<file path="config.mk">
export PLATFORM = sky130hd
export DESIGN_NAME = mips_imem_loader
export DESIGN_NICKNAME = d
export VERILOG_FILES = /design/src/rtl/mips_imem_loader.sv
export SDC_FILE = /design/constraint.sdc
export NUM_CORES = 1
export LEC_CHECK = 0
export ABC_AREA = 1
export CAP_MARGIN = 40
export CORE_MARGIN = 4
export CORE_UTILIZATION = 54
export DETAILED_ROUTE_END_ITERATION = 7
export PLACE_DENSITY = 0.82
export SLEW_MARGIN = 20
export SYNTH_ARGS = -nofsm -noshare
export SYNTH_HDL_FRONTEND = slang
export SYNTH_SLANG_ARGS = --single-unit
</file>
<file path="constraint.sdc">
create_clock -name clock -period 2.2 [get_ports clock]
set_input_delay 0.55 -clock clock [delete_from_list [all_inputs] [get_ports clock]]
set_output_delay 0.55 -clock clock [all_outputs]
set_load 0.03 [all_outputs]
</file>
<file path="src/rtl/mips_imem_loader.sv">
// mips_imem_loader
// Host-side writer for the MIPS instruction memory. Receives a byte stream
// (16-bit word count, MSB first, then 4 bytes per word, MSB first), writes
// each assembled word to consecutive word addresses from 0, and holds the
// core frozen until the whole program has landed.
//
// Optional build feature:
//   LOADER_CHECKSUM_EN - the stream carries one trailing byte that must equal
//                        the XOR of every data byte; a mismatch ends in ERR.
//                        With the macro undefined there is no checksum byte.
module mips_imem_loader #(
    parameter int ADDR_WIDTH = 8
) (
    input  logic                  clock,
    input  logic                  reset,
    input  logic                  start,
    input  logic [7:0]            byte_in,
    input  logic                  byte_valid,
    output logic                  byte_ready,
    output logic                  imem_we,
    output logic [ADDR_WIDTH-1:0] imem_addr,
    output logic [31:0]           imem_wdata,
    output logic                  core_hold,
    output logic                  done,
    output logic                  error
);

    // Word counter is one bit wider than the 16-bit length so that a full
    // memory of 2**16 words can still be counted without overflow.
    localparam int                 CNT_W = 17;
    localparam logic [CNT_W-1:0]   DEPTH = CNT_W'(2 ** ADDR_WIDTH);

    // S_CHECK is only reachable when the checksum feature is compiled in.
    typedef enum logic [2:0] {
        S_IDLE   = 3'd0,
        S_LEN_HI = 3'd1,
        S_LEN_LO = 3'd2,
        S_DATA   = 3'd3,
        S_WRITE  = 3'd4,
        S_DONE   = 3'd5,
        S_ERR    = 3'd6,
        S_CHECK  = 3'd7
    } state_t;

    state_t                 state_q,    state_d;
    logic [15:0]            len_q,      len_d;
    logic [CNT_W-1:0]       word_cnt_q, word_cnt_d;
    logic [1:0]             byte_idx_q, byte_idx_d;
    logic [31:0]            word_q,     word_d;
    logic [ADDR_WIDTH-1:0]  addr_q,     addr_d;
`ifdef LOADER_CHECKSUM_EN
    logic [7:0]             xor_q,      xor_d;
`endif

    logic                   xfer;
    logic [CNT_W-1:0]       len_full;
    logic [CNT_W-1:0]       word_cnt_inc;

    // Ready is a pure function of state so it never loops back through
    // byte_valid on the host side.
    always_comb begin
        byte_ready = 1'b0;
        case (state_q)
            S_LEN_HI, S_LEN_LO, S_DATA: byte_ready = 1'b1;
`ifdef LOADER_CHECKSUM_EN
            S_CHECK:                    byte_ready = 1'b1;
`endif
            default:                    byte_ready = 1'b0;
        endcase
    end

    assign xfer         = byte_valid && byte_ready;
    // Complete word count as it stands on the LEN_LO transfer.
    assign len_full     = {1'b0, len_q[15:8], byte_in};
    assign word_cnt_inc = word_cnt_q + CNT_W'(1);

    // Next-state logic: stream parsing, word assembly and write sequencing.
    always_comb begin
        state_d    = state_q;
        len_d      = len_q;
        word_cnt_d = word_cnt_q;
        byte_idx_d = byte_idx_q;
        word_d     = word_q;
        addr_d     = addr_q;
`ifdef LOADER_CHECKSUM_EN
        xor_d      = xor_q;
`endif
        case (state_q)
            S_IDLE, S_DONE, S_ERR: begin
                if (start) begin
                    state_d = S_LEN_HI;
`ifdef LOADER_CHECKSUM_EN
                    xor_d   = 8'h00;
`endif
                end
            end
            S_LEN_HI: begin
                if (xfer) begin
                    len_d[15:8] = byte_in;
                    state_d     = S_LEN_LO;
                end
            end
            S_LEN_LO: begin
                if (xfer) begin
                    len_d[7:0] = byte_in;
                    if (len_full == '0) begin
`ifdef LOADER_CHECKSUM_EN
                        state_d = S_CHECK;
`else
                        state_d = S_DONE;
`endif
                    end else if (len_full > DEPTH) begin
                        state_d = S_ERR;
                    end else begin
                        state_d    = S_DATA;
                        word_cnt_d = '0;
                        byte_idx_d = 2'd0;
                    end
                end
            end
            S_DATA: begin
                if (xfer) begin
                    word_d     = {word_q[23:0], byte_in};
                    byte_idx_d = byte_idx_q + 2'd1;
`ifdef LOADER_CHECKSUM_EN
                    xor_d      = xor_q ^ byte_in;
`endif
                    if (byte_idx_q == 2'd3) begin
                        state_d = S_WRITE;
                        // Latch the address here so it stays put after the
                        // write while the counter moves on.
                        addr_d  = word_cnt_q[ADDR_WIDTH-1:0];
                    end
                end
            end
            S_WRITE: begin
                word_cnt_d = word_cnt_inc;
                if (word_cnt_inc == {1'b0, len_q}) begin
`ifdef LOADER_CHECKSUM_EN
                    state_d = S_CHECK;
`else
                    state_d = S_DONE;
`endif
                end else begin
                    state_d = S_DATA;
                end
            end
`ifdef LOADER_CHECKSUM_EN
            S_CHECK: begin
                if (xfer) begin
                    state_d = (byte_in == xor_q) ? S_DONE : S_ERR;
                end
            end
`endif
            default: state_d = S_IDLE;
        endcase
    end

    // State and datapath registers; reset has priority over any start.
    always_ff @(posedge clock) begin
        if (reset) begin
            state_q    <= S_IDLE;
            len_q      <= '0;
            word_cnt_q <= '0;
            byte_idx_q <= '0;
            word_q     <= '0;
            addr_q     <= '0;
`ifdef LOADER_CHECKSUM_EN
            xor_q      <= '0;
`endif
        end else begin
            state_q    <= state_d;
            len_q      <= len_d;
            word_cnt_q <= word_cnt_d;
            byte_idx_q <= byte_idx_d;
            word_q     <= word_d;
            addr_q     <= addr_d;
`ifdef LOADER_CHECKSUM_EN
            xor_q      <= xor_d;
`endif
        end
    end

    // Status and memory-port outputs decoded from the registered state.
    always_comb begin
        imem_we    = (state_q == S_WRITE);
        imem_addr  = addr_q;
        imem_wdata = word_q;
        core_hold  = (state_q != S_DONE);
        done       = (state_q == S_DONE);
        error      = (state_q == S_ERR);
    end

endmodule

</file>
Word-level counts from Yosys, hierarchy flattened
Index checks and enable logic that the tools add are counted.
- flip-flop bits (word level): 78
- bits in latches: 0
- RAM bits: 0
- ROM bits: 0
- bits of input ports: 12
- output and inout port bits: 45
- word-level logic and storage cells: 59
- memories: 0
- add/sub/neg operators: 2
- multipliers: 0
- divide/modulo/power cells: 0
- $lt $le $gt $ge: 1
- equality and inequality tests: 16
- shift operators: 0
- multiplexer cells: 19
- bitwise gates (word level): 0
- reduce and logical (&&, ||, !) cells: 14
- operators by type and width (cell ; number):
    $mux 17 ; 3
    $pmux 17 s2 ; 1
    $mux 3 ; 8
    $add 17x1->17 const B ; 1
    $eq 17x16->1 ; 1
    $logic_not 17->1 ; 1
    $gt 16x9->1 const B ; 1
    $pmux 3 s5 ; 1
    $ne 2x2->1 const B ; 7
    $reduce_and 5->1 ; 2
    $eq 3x3->1 const B ; 3
    $mux 2 ; 4
    $eq 3x2->1 const B ; 2
    $reduce_and 2->1 ; 3
    $reduce_or 3->1 ; 2
    $pmux 2 s2 ; 1
    $reduce_and 4->1 ; 1
    $reduce_bool 2->1 ; 2
    $eq 3x1->1 const B ; 1
    $logic_not 3->1 ; 1
    $ne 3x3->1 const B ; 1
    $reduce_and 3->1 ; 1
    $add 2x1->2 const B ; 1
    $eq 2x2->1 const B ; 1
    2 further kinds ; 2

Depth between registers and ports, before layout
Gate-level depths: netlist (run 1).
- depth in word-level cells: 6
- gate-level depth with buffers: 16
- depth with buffers taken out: 16

Worst setup path before layout (run 1)
No wires, ideal clock.
- kind: register -> output
- from: reg state_q[0]
- to: out core_hold
- arrival time: 1313 ps
- setup slack: 337 ps
- stages on the path, launching flop included: 6
- path through: dfxtp_1 > inv_1 > nor2_1 > inv_1 > nor2_1 > inv_1
- cells in the longest elaborated chain, start to end: 1
- ends and longest elaborated chain (element ; line ; text):
    from (decl) ; 45 ; state_t state_q, state_d;
    from (signal assigned) ; 172 ; state_q <= state_d;
    $ne 3x3->1 ; 189 ; core_hold = (state_q != S_DONE);
    to (decl) ; 23 ; output logic core_hold,
No other way between the ends.

Worst setup path in the final report (run 1)
- from: reg word_cnt_q[0]
- to: reg state_q[1]
- cells in the longest elaborated chain, start to end: 4
- ends and longest elaborated chain (element ; line ; text):
    from (decl) ; 47 ; logic [CNT_W-1:0] word_cnt_q, word_cnt_d;
    from (signal assigned) ; 174 ; word_cnt_q <= word_cnt_d;
    $add 17x1->17 ; 75 ; assign word_cnt_inc = word_cnt_q + CNT_W'(1);
    $eq 17x16->1 ; 138 ; if (word_cnt_inc == {1'b0, len_q}) begin
    $mux 3 ; 138 ;
    $pmux 3 s5 ; 88 ; case (state_q)
No other way between the ends.
A chain may end at the register's enable or synchronous reset.

==> summary.txt, run 1 <==
Power and ir drop
  • Overall power: 3860 uW
  • NetSw: 1300 uW
  • Sequential power share: 0.425
  • Worst VDD drop: 0.538 mV
  • Leakage dissipation: 0.00199 uW
  • Switch share: 0.337
  • Pwr/cell area: 805 nW/um2
  • Clk pwr share: 0.322
  • Gate power share: 0.254
  • Int Pwr: 2560 uW

Synthesis
  • Asr flop ratio synth: 0
  • Primary FF master, synth: dfxtp_1
  • Commonest cells in the netlist: 121 x nor2_1, 98 x nand2_1, 78 x dfxtp_1
  • Post-synth top area cell: dfxtp_1
  • Flops & latches, synth: 78
  • Post-synth EDFFs: 0
  • Post-synthesis cell area: 3780 um2
  • Mean Syn Cell Area: 6.62 um2
  • Synth top area share: 0.413
  • Ys Warns: 0
  • Count of cell types in the netlist: 28
  • Sequential fraction of the synthesis area: 0.413
  • Count leader, synth: nor2_1
  • Syn_nets: 585
  • Synth Instances: 571
  • Leading post-synthesis cells by cell area: dfxtp_1 41%, nor2_1 12%, nand2_1 9.7%

Clock tree
  • Clk slew on worst S/H paths: 90 ps
  • Hold Buf Count CTS: 0
  • Clk_lat worst skew: 360 ps
  • TritonCTS clock tree: built
  • Htree depth: 3
  • Root Buffer: clkbuf_8
  • TritonCTS Buffers: 9
  • Clk buf depth: 2
  • Clock net sink count: 78

Drt
  • DRC: 0
  • 1st-pass router iterations: 5
  • Metal-1 WL: 4290 um
  • Drt initial violations: 228
  • Vias per std cell: 5.25
  • Final WL: 10000 um
  • WL per Instance: 13.5 um
  • Vias post-DR: 3898
  • DR WL met3: 785 um
  • WL met2: 4730 um
  • Post-DRT Antenna Nets: 0
  • Uppermost layer routed: met4

STA
  • Fmax: 0.485 GHz
  • Least-Margin Pin Slew: 349 ps
  • Worst Clk Skew: 10.5 ps
  • Max Transition Viols Final: 0
  • Setup TNS: 0 ps
  • RSZ-0062 raised after global routing: false
  • Final cycle utilization of the critical path: 0.937
  • Headroom to the max-slew limit: 0.767
  • Min cycle time layout: 2060 ps
  • Final setup fails: 0
  • Final Hold Vio Count: 0

Flow run
  • Max-cap violation count: 0

Floorplanning
  • Die Ht: 91.7 um
  • Chip width: 91.7 um
  • Rows: 30
  • Core region area: 6790 um2
  • Die area: 8410 um2
  • IO Count: 57
  • Initial Util: 0.557

Global route
  • Initial antenna violation count: 0
  • Vias in the first global route: 3697
  • First-pass GRT wire length: 16700 um
  • GRT overflow: 0
  • Total global-route track usage: 0.241
  • Largest net degree at the start of global routing: 35

Critical path
  • Cell mode on critical path: nand2_1
  • CP max-delay cell: dfxtp_2
  • Critical-path maximum fanout: 7
  • CP endpoint kind: flop
  • Critical Path RT: 2430 ps
  • CP peak stage delay: 400 ps
  • Startpoint Class: flop
  • Crit Path Category: flop to flop
  • CP cell instances: ha_4 -> nand2_1 -> nor2_4 -> nand2_2 -> nor2_1 -> nand2_1 -> nand2_1 -> nand2_1 -> inv_1 -> nand2_1 -> nor2_2 -> nand3_1 -> nand2_1 -> nand2_1 -> nand2_1 -> a21oi_1
  • Critical Path AT: 2290 ps

Final layout
  • Final nets: 656
  • ANT cells: 0
  • Layout area overhead: 26.9%
  • Share of layout cells above drive strength 1: 0.111

Run status
  • Status: complete, no violations

Min path
  • Hold Path Class: flop to flop

Place
  • HPWL after DPL: 7140 um
  • GPL Wtd Cong: 0.849
  • Port bufs: 56
worst paths after layout:
kind / start / end / slack, ps / cells after the start
max: word_cnt_q[0] / state_q[1] / 140 / 16
min: imem_addr[1] / imem_addr[1] / 450 / 2
max reg2reg: word_cnt_q[0] / state_q[1] / 140 / 16
min reg2reg: imem_addr[1] / imem_addr[1] / 450 / 2
timing repair:
item / CTS / global route
setup buffers: 0 / 1
pin swaps: 0 / 1
setup endpoints to repair: 4 / 5
gates resized for setup: 4 / 10
endpoints found under the hold margin: 0 / 0
power by group through the flow:
| stage | combinational, uW | sequential, uW | clock, uW |
|---|---|---|---|
| after floorplan | 590 | 1720 | 0 |
| after global placement | 953 | 1660 | 0 |
| after detailed placement | 968 | 1660 | 0 |
| after CTS | 967 | 1630 | 1260 |
| after global routing | 1080 | 1660 | 1320 |
| final | 980 | 1640 | 1240 |
cell families (layout without fill, tap and decap cells):
kind of cell,Yosys count,in the layout,share of synthesized area
AND/OR/NAND/NOR,300,300,0.344
AO/OA/AOI/OAI,108,108,0.150
buffers and inverters,82,158,0.0847
flip-flops,78,78,0.413
adder cells (fa/ha/maj),2,2,0.00661
XOR/XNOR,1,1,0.00232
metal layers:
| layer | global-route usage | up-vias |
|---|---|---|
| met5 | 0 | - |
| met4 | 0.111 | 0 |
| met3 | 0.0681 | 19 |
| met2 | 0.392 | 138 |
| met1 | 0.296 | 1755 |
| li1 | - | 1986 |
area by class of cell:
class,count,area (um2)
fill,562,1990
multi-input combinational,411,1920
inverter,60,226
clock buffer,10,138
clock inverter,6,92.6
tap,96,120
sequential,78,1560
timing repair buffer,82,741
metrics by stage:
step	hold WS (ps)	cells	instance area, um2	utilization	setup WS (ps)
finish	454	743	4800	0.706	138
global route	485	743	4800	0.706	11.3
CTS	457	742	4780	0.703	16.5
detailed placement	444	726	4550	0.670	-131
global placement	436	726	4550	0.670	-106
floorplan	444	571	3780	-	337
critical path: cells and delay by family (launching register included):
kind / cells / cell delay [ps]
buffers and inverters: 1 / 40
DFF: 1 / 400
and+or+nand+nor: 13 / 1250
adders and majority gates: 1 / 180
AOI/OAI and AO/OA: 1 / 50
registers in the layout, summed over array words and instances, names as in the netlist:
signal and flops:
byte_idx_q 2, word_cnt_q 17, imem_wdata 32, len_q 16
state_q 3, imem_addr 8
layout by cell type, fill, tap and decap left out, drive strengths merged:
| master | n |
|---|---|
| nand2 | 105 |
| xnor2 | 1 |
| o21ai | 56 |
| nor2 | 130 |
| buf | 27 |
| o21bai | 1 |
| nand3 | 45 |
| o22ai | 1 |
| clkinvlp | 2 |
| a22oi | 2 |
| inv | 61 |
| clkdlybuf4s50 | 51 |
| nand4 | 13 |
| nor3 | 4 |
| dlygate4sd2 | 2 |
| and2 | 1 |
| o211a | 1 |
| clkbuf | 12 |
| nand3b | 2 |
| a32oi | 1 |
| dfxtp | 78 |
| a21oi | 46 |
| bufinv | 2 |
| ha | 2 |
| clkinv | 1 |
(Power assumes the default switching activity.)
==> inputs of run 2 (changes only) <==
--- a/config.mk
+++ b/config.mk
@@ -10,7 +10,7 @@
 export CORE_MARGIN = 4
 export CORE_UTILIZATION = 54
 export DETAILED_ROUTE_END_ITERATION = 7
-export PLACE_DENSITY = 0.82
+export PLACE_DENSITY = 0.85
 export SLEW_MARGIN = 20
 export SYNTH_ARGS = -nofsm -noshare
 export SYNTH_HDL_FRONTEND = slang
==> run 2 against run 1 <==
  * Largest power group unchanged
  * Core utilization decreased by 0.66 points
  * Flip-flop and latch count unchanged
  * Clock power shrank 15%
  * Sequential power hardly changed
==> summary.txt, run 2 (same netlist as run 1, synthesis figures left out) <==
Final layout
  • Fillers: 548 (-2.5%)
  • Most frequent cells in the layout: 120 x nor2_1, 97 x nand2_1, 75 x dfxtp_1, 57 x inv_1, 56 x o21ai_0
  • Commonest non-fill, non-tap cell in the layout: nor2_1
  • ANT cells: 0 (unchanged)
  • Largest register FFs: 32 (unchanged)
  • Share of layout cells above drive strength 1: 0.107 (-0.00397)
  • Seq. cell area: 1570 um2 (+0.24%)
  • Design Area, Final: 4750 um2 (-0.94%)
  • Final nets: 654 (-0.30%)
  • Layout area overhead: 25.7%
  • Multi-input logic area: 1920 um2 (+0.20%)

STA
  • Headroom to the max-slew limit: 0.704 (-0.0623)
  • RSZ-0062 raised after global routing: false
  • Worst Clk Skew: 8.58 ps (-1.94 ps)
  • Min cycle time layout: 2020 ps (-43.8 ps)
  • WHS: 447 ps (-6.74 ps)
  • Worst Slack Setup Final: 181 ps (+43.8 ps)
  • Final cycle utilization of the critical path: 0.918 (-0.0199)
  • Final setup fails: 0 (unchanged)
  • Fmax: 0.495 GHz (+2.2%)
  • Final Hold Vio Count: 0 (unchanged)
  • Max Transition Viols Final: 0 (unchanged)
  • Least-Margin Pin Slew: 443 ps (+93.5 ps)

Critical path
  • CP max-delay cell: dlygate4sd2_1
  • Startpoint Class: flop
  • Worst R2R Setup Slack: 210 ps (+70 ps)
  • FF-to-FF End: state_q[1]
  • Critical Path AT: 1470 ps (-820 ps)
  • Critical Path RT: 1650 ps (-780 ps)
  • CP endpoint kind: primary output
  • Reg-to-Reg Start: word_cnt_q[0]
  • CP peak stage delay: 410 ps (about the same)
  • Worst setup path start: state_q[0]
  • Register-to-Register Path Depth: 15 (-1)
  • Critical-path maximum fanout: 6 (-1)
  • Crit Path Category: flop to primary output
  • CP cell instances: inv_1 -> nor2_1 -> inv_1 -> nor2_1 -> dlygate4sd2_1
  • Critical Path Sink: done

Power and ir drop
  • Pwr/cell area: 774 nW/um2 (-3.8%)
  • Worst VDD drop: 0.467 mV (-13%)
  • Leakage dissipation: 0.00197 uW (-0.75%)

Clock tree
  • Clk slew on worst S/H paths: 80 ps (about the same)
  • TritonCTS Buffers: 9 (unchanged)
  • Clock net sink count: 78 (unchanged)
  • Root Buffer: clkbuf_8
  • Htree depth: 3 (unchanged)
  • TritonCTS clock tree: built
  • Clk_lat worst skew: 350 ps (about the same)
  • Clk buf depth: 2 (unchanged)

Global route
  • Vias in the first global route: 3842 (+3.9%)
  • GRT overflow: 0 (unchanged)
  • Total global-route track usage: 0.248 (+0.00655)
  • First-pass GRT wire length: 17100 um (+2.7%)
  • Largest net degree at the start of global routing: 35 (unchanged)
  • Initial antenna violation count: 0 (unchanged)

Run status
  • Status: complete, no violations

Drt
  • Vias post-DR: 4023 (+3.2%)
  • Final WL: 10200 um (+2.2%)
  • 1st-pass router iterations: 5 (unchanged)
  • Drt initial violations: 340 (+49%)
  • WL per Instance: 13.9 um (+2.7%)
  • Vias per std cell: 5.44 (+3.8%)
  • Post-DRT Antenna Nets: 0 (unchanged)
  • DRC: 0 (unchanged)

Place
  • Port bufs: 56 (unchanged)
  • HPWL after DPL: 7210 um (+0.96%)
  • Placement Setup Slack: -113 ps (+18.3 ps)
  • GPL Wtd Cong: 0.912 (+7.4%)
  • Cell area after placement: 4540 um2 (-0.33%)

Floorplanning
  • IO Count: 57 (unchanged)
  • Core region area: 6790 um2 (unchanged)
  • Die area: 8410 um2 (unchanged)
  • Die Ht: 91.7 um (unchanged)
  • Rows: 30 (unchanged)
  • Initial Util: 0.557 (unchanged)
  • Chip width: 91.7 um (unchanged)

Min path
  • Hold Path Class: flop to flop

Flow run
  • Max-cap violation count: 0 (unchanged)
[run 2: worst max-delay path, delay by kind of cell, from the launching register on]
family | cells | cell delay [ps]
flip-flops | 1 | 370
buffers and inverters | 3 | 530
AND/OR/NAND/NOR | 2 | 220
[run 2: cell type report]
type	count	share of cell area
timing repair buffer	80	0.153
clock buffer	10	0.0289
clock inverter	4	0.0103
multi-input combinational	411	0.404
inverter	60	0.0482
sequential	78	0.330
tap	96	0.0253
[run 2: stage by stage]
stage	setup TNS, ps	util	cells	power (uW)
after floorplan	0	-	571	2310
after global routing	0	0.700	739	3880
after detailed placement	-1840	0.668	724	2630
after CTS	0	0.695	738	3660
final	0	0.700	739	3680
after global placement	-658	0.668	724	2610
[run 2: report_power, final]
| group | total, uW | switching [uW] | leakage [uW] | internal (uW) |
|---|---|---|---|---|
| sequential | 1650 | 109 | 0.000632 | 1540 |
| combinational | 979 | 635 | 0.00125 | 344 |
| clock | 1060 | 515 | 0.0000980 | 541 |
[run 2: per-layer routing]
layer	vias up	global-route usage	routed length, um
li1	1984	-	-
met1	1864	0.301	4360
met2	152	0.414	4820
met3	23	0.0730	830
met4	0	0.0916	225
met5	-	0	0
[run 2: worst min path at each step]
stage                       from           end  slack (ps)  cells after the start
floorplan               len_q[0]      len_q[0]         440                      2
global placement    imem_addr[1]  imem_addr[1]         430                      2
detailed placement  imem_addr[1]  imem_addr[1]         440                      2
CTS                 imem_addr[1]  imem_addr[1]         450                      2
global route        imem_addr[1]  imem_addr[1]         480                      2
finish              imem_addr[1]  imem_addr[1]         450                      2
[run 2: timing repair]
item,in CTS,in global routing
resized for setup,4,12
setup endpoints to repair,4,15
gates cloned,0,0
pin swaps,0,1
buffers inserted,0,1
hold buffers,0,0
==> inputs of run 3 (changes only) <==
--- a/config.mk
+++ b/config.mk
@@ -11,7 +11,6 @@
 export CORE_UTILIZATION = 54
 export DETAILED_ROUTE_END_ITERATION = 7
 export PLACE_DENSITY = 0.85
-export SLEW_MARGIN = 20
 export SYNTH_ARGS = -nofsm -noshare
 export SYNTH_HDL_FRONTEND = slang
 export SYNTH_SLANG_ARGS = --single-unit
==> constraint.sdc (replaced) <==
create_clock -name clock -period 2.2 [get_ports clock]
set_input_delay 0.22 -clock clock [delete_from_list [all_inputs] [get_ports clock]]
set_output_delay 0.22 -clock clock [all_outputs]
set_load 0.03 [all_outputs]
==> run 3 against run 2 <==
  * First-iteration DRC count down 25%
  * Clock power up 4%
  * Register-to-register slack worse by 20 ps
  * Largest power group unchanged
  * Setup slack worse by 50 ps
  * Non-clock buffer count down 11
==> summary.txt, run 3 (same netlist as run 1, synthesis figures left out) <==
Global route
  • Initial antenna violation count: 0 (unchanged)
  • GRT overflow: 0 (unchanged)
  • Largest net degree at the start of global routing: 35 (unchanged)
  • Vias in the first global route: 3910 (+1.8%)
  • Total global-route track usage: 0.256 (+0.00831)
  • First-pass GRT wire length: 17500 um (+2.2%)

Drt
  • Drt initial violations: 255 (-25%)
  • 1st-pass router iterations: 5 (unchanged)
  • Vias post-DR: 3946 (-1.9%)
  • Vias per std cell: 5.41 (-0.70%)
  • Post-DRT Antenna Nets: 0 (unchanged)
  • WL per Instance: 14.1 um (+1.6%)
  • Final WL: 10300 um (+0.39%)
  • DRC: 0 (unchanged)

Final layout
  • Finished Core Util: 0.690 (-0.0103)
  • Most frequent cells in the layout: 121 x nor2_1, 98 x nand2_1, 77 x dfxtp_1, 57 x inv_1, 55 x o21ai_0
  • Fillers: 559 (+2.0%)
  • Seq. cell area: 1560 um2 (-0.32%)
  • Multi-input logic area: 1910 um2 (-0.46%)
  • Final nets: 643 (-1.7%)
  • Layout area overhead: 23.9%
  • ANT cells: 0 (unchanged)
  • Share of layout cells above drive strength 1: 0.0836 (-0.0237)
  • Commonest non-fill, non-tap cell in the layout: nor2_1
  • Design Area, Final: 4680 um2 (-1.5%)
  • Largest register FFs: 32 (unchanged)

STA
  • Setup TNS: 0 ps (unchanged)
  • RSZ-0062 raised after global routing: false
  • Final Hold Vio Count: 0 (unchanged)
  • Fmax: 0.483 GHz (-2.4%)
  • Final setup fails: 0 (unchanged)
  • Worst Clk Skew: 11.4 ps (+2.77 ps)
  • Least-Margin Pin Slew: 496 ps (+52.9 ps)
  • Worst Slack Setup Final: 131 ps (-50.3 ps)
  • Headroom to the max-slew limit: 0.669 (-0.0353)
  • Final cycle utilization of the critical path: 0.940 (+0.0228)
  • Min cycle time layout: 2070 ps (+50.3 ps)
  • Max Transition Viols Final: 0 (unchanged)

Clock tree
  • Clock net sink count: 78 (unchanged)
  • Htree depth: 3 (unchanged)
  • Post-CTS setup buffer count: 0 (unchanged)
  • TritonCTS Buffers: 9 (unchanged)
  • Clk buf depth: 2 (unchanged)
  • Clk slew on worst S/H paths: 80 ps (about the same)
  • Clk_lat worst skew: 360 ps (about the same)
  • TritonCTS clock tree: built
  • Root Buffer: clkbuf_8

Floorplanning
  • Core region area: 6790 um2 (unchanged)
  • Chip width: 91.7 um (unchanged)
  • IO Count: 57 (unchanged)
  • Initial Util: 0.557 (unchanged)
  • Die area: 8410 um2 (unchanged)
  • Die Ht: 91.7 um (unchanged)
  • Rows: 30 (unchanged)

Critical path
  • Crit Path Category: flop to primary output
  • CP peak stage delay: 670 ps (+260 ps)
  • CP max-delay cell: clkdlybuf4s50_1
  • Critical-path maximum fanout: 9 (+3)
  • CP top delay family: buffers and inverters
  • CP endpoint kind: primary output
  • Buf/Inv on CP: 2 (-1)
  • Critical Path AT: 1850 ps (+380 ps)
  • Critical Path RT: 1980 ps (+330 ps)
  • CP cell instances: nand2_1 -> inv_1 -> clkdlybuf4s50_1
  • Startpoint Class: flop

Power and ir drop
  • Overall power: 3720 uW (+0.96%)
  • Worst VDD drop: 0.474 mV (+1.4%)
  • Pwr/cell area: 794 nW/um2 (+2.5%)
  • Leakage dissipation: 0.00195 uW (-1.2%)

Run status
  • Status: complete, no violations

Place
  • GPL Wtd Cong: 0.957 (+4.9%)
  • Port bufs: 56 (unchanged)
  • Placement Setup Slack: 1.19 ps (+114 ps)
  • Cell area after placement: 4470 um2 (-1.6%)
  • HPWL after DPL: 7410 um (+2.8%)

Min path
  • Hold Path Class: flop to flop

Flow run
  • Max-cap violation count: 0 (unchanged)
-- run 3: cell count changes in the layout (fill, tap and decap cells not counted), moves of 2 or more --
cell | previous run | this run
buf_4 | 25 | 13
clkdlybuf4s50_1 | 51 | 54
dlygate4sd2_1 | 3 | 0
dfxtp_1 | 75 | 77
dlymetal6s2s_1 | 0 | 2
nor2_2 | 4 | 2
-- run 3: what timing repair did --
item                                    CTS  global route
gates resized for setup                   0             7
hold buffers                              0             0
endpoints found under the setup margin    0             4
-- run 3: power breakdown --
| part | internal, uW | switching [uW] |
|---|---|---|
| registers | 1540 | 117 |
| logic | 340 | 626 |
| clock network | 558 | 539 |
| total | 2430 | 1280 |
-- run 3: final timing paths --
check	startpoint	endpoint	slack [ps]	cells past startpoint
worst min register to register	imem_addr[1]	imem_addr[1]	450	2
worst min-delay path	imem_addr[1]	imem_addr[1]	450	2
worst max register to register	word_cnt_q[0]	state_q[1]	190	16
worst max-delay path	state_q[2]	imem_we	130	3
-- run 3: final cells by class --
class                      instances  area share
tap                               96      0.0256
inverter                          60      0.0483
clock buffer                      11      0.0302
sequential                        78       0.334
timing repair buffer              69       0.142
multi-input combinational        411       0.408
clock inverter                     5      0.0123
-- run 3: worst min-delay path: stages (launching register included) --
cell	delay (ps)
dfxtp_1	320
inv_1	50
a21oi_1	50
-- run 3: per-layer routing --
layer,up-vias,GRT usage,wire (um),share of wire
li1,1955,-,-,-
met1,1806,0.299,4270,0.42
met2,162,0.429,4900,0.48
met3,23,0.102,858,0.083
met4,0,0.0817,255,0.025
met5,-,0,0,0
-- run 3: metrics by stage --
| step | std cells | hold slack (ps) |
|---|---|---|
| 2_1_floorplan | 571 | 355 |
| 5_1_grt | 730 | 486 |
| 6_report | 730 | 450 |
| 3_3_place_gp | 714 | 430 |
| 4_1_cts | 730 | 456 |
| 3_5_place_dp | 714 | 446 |
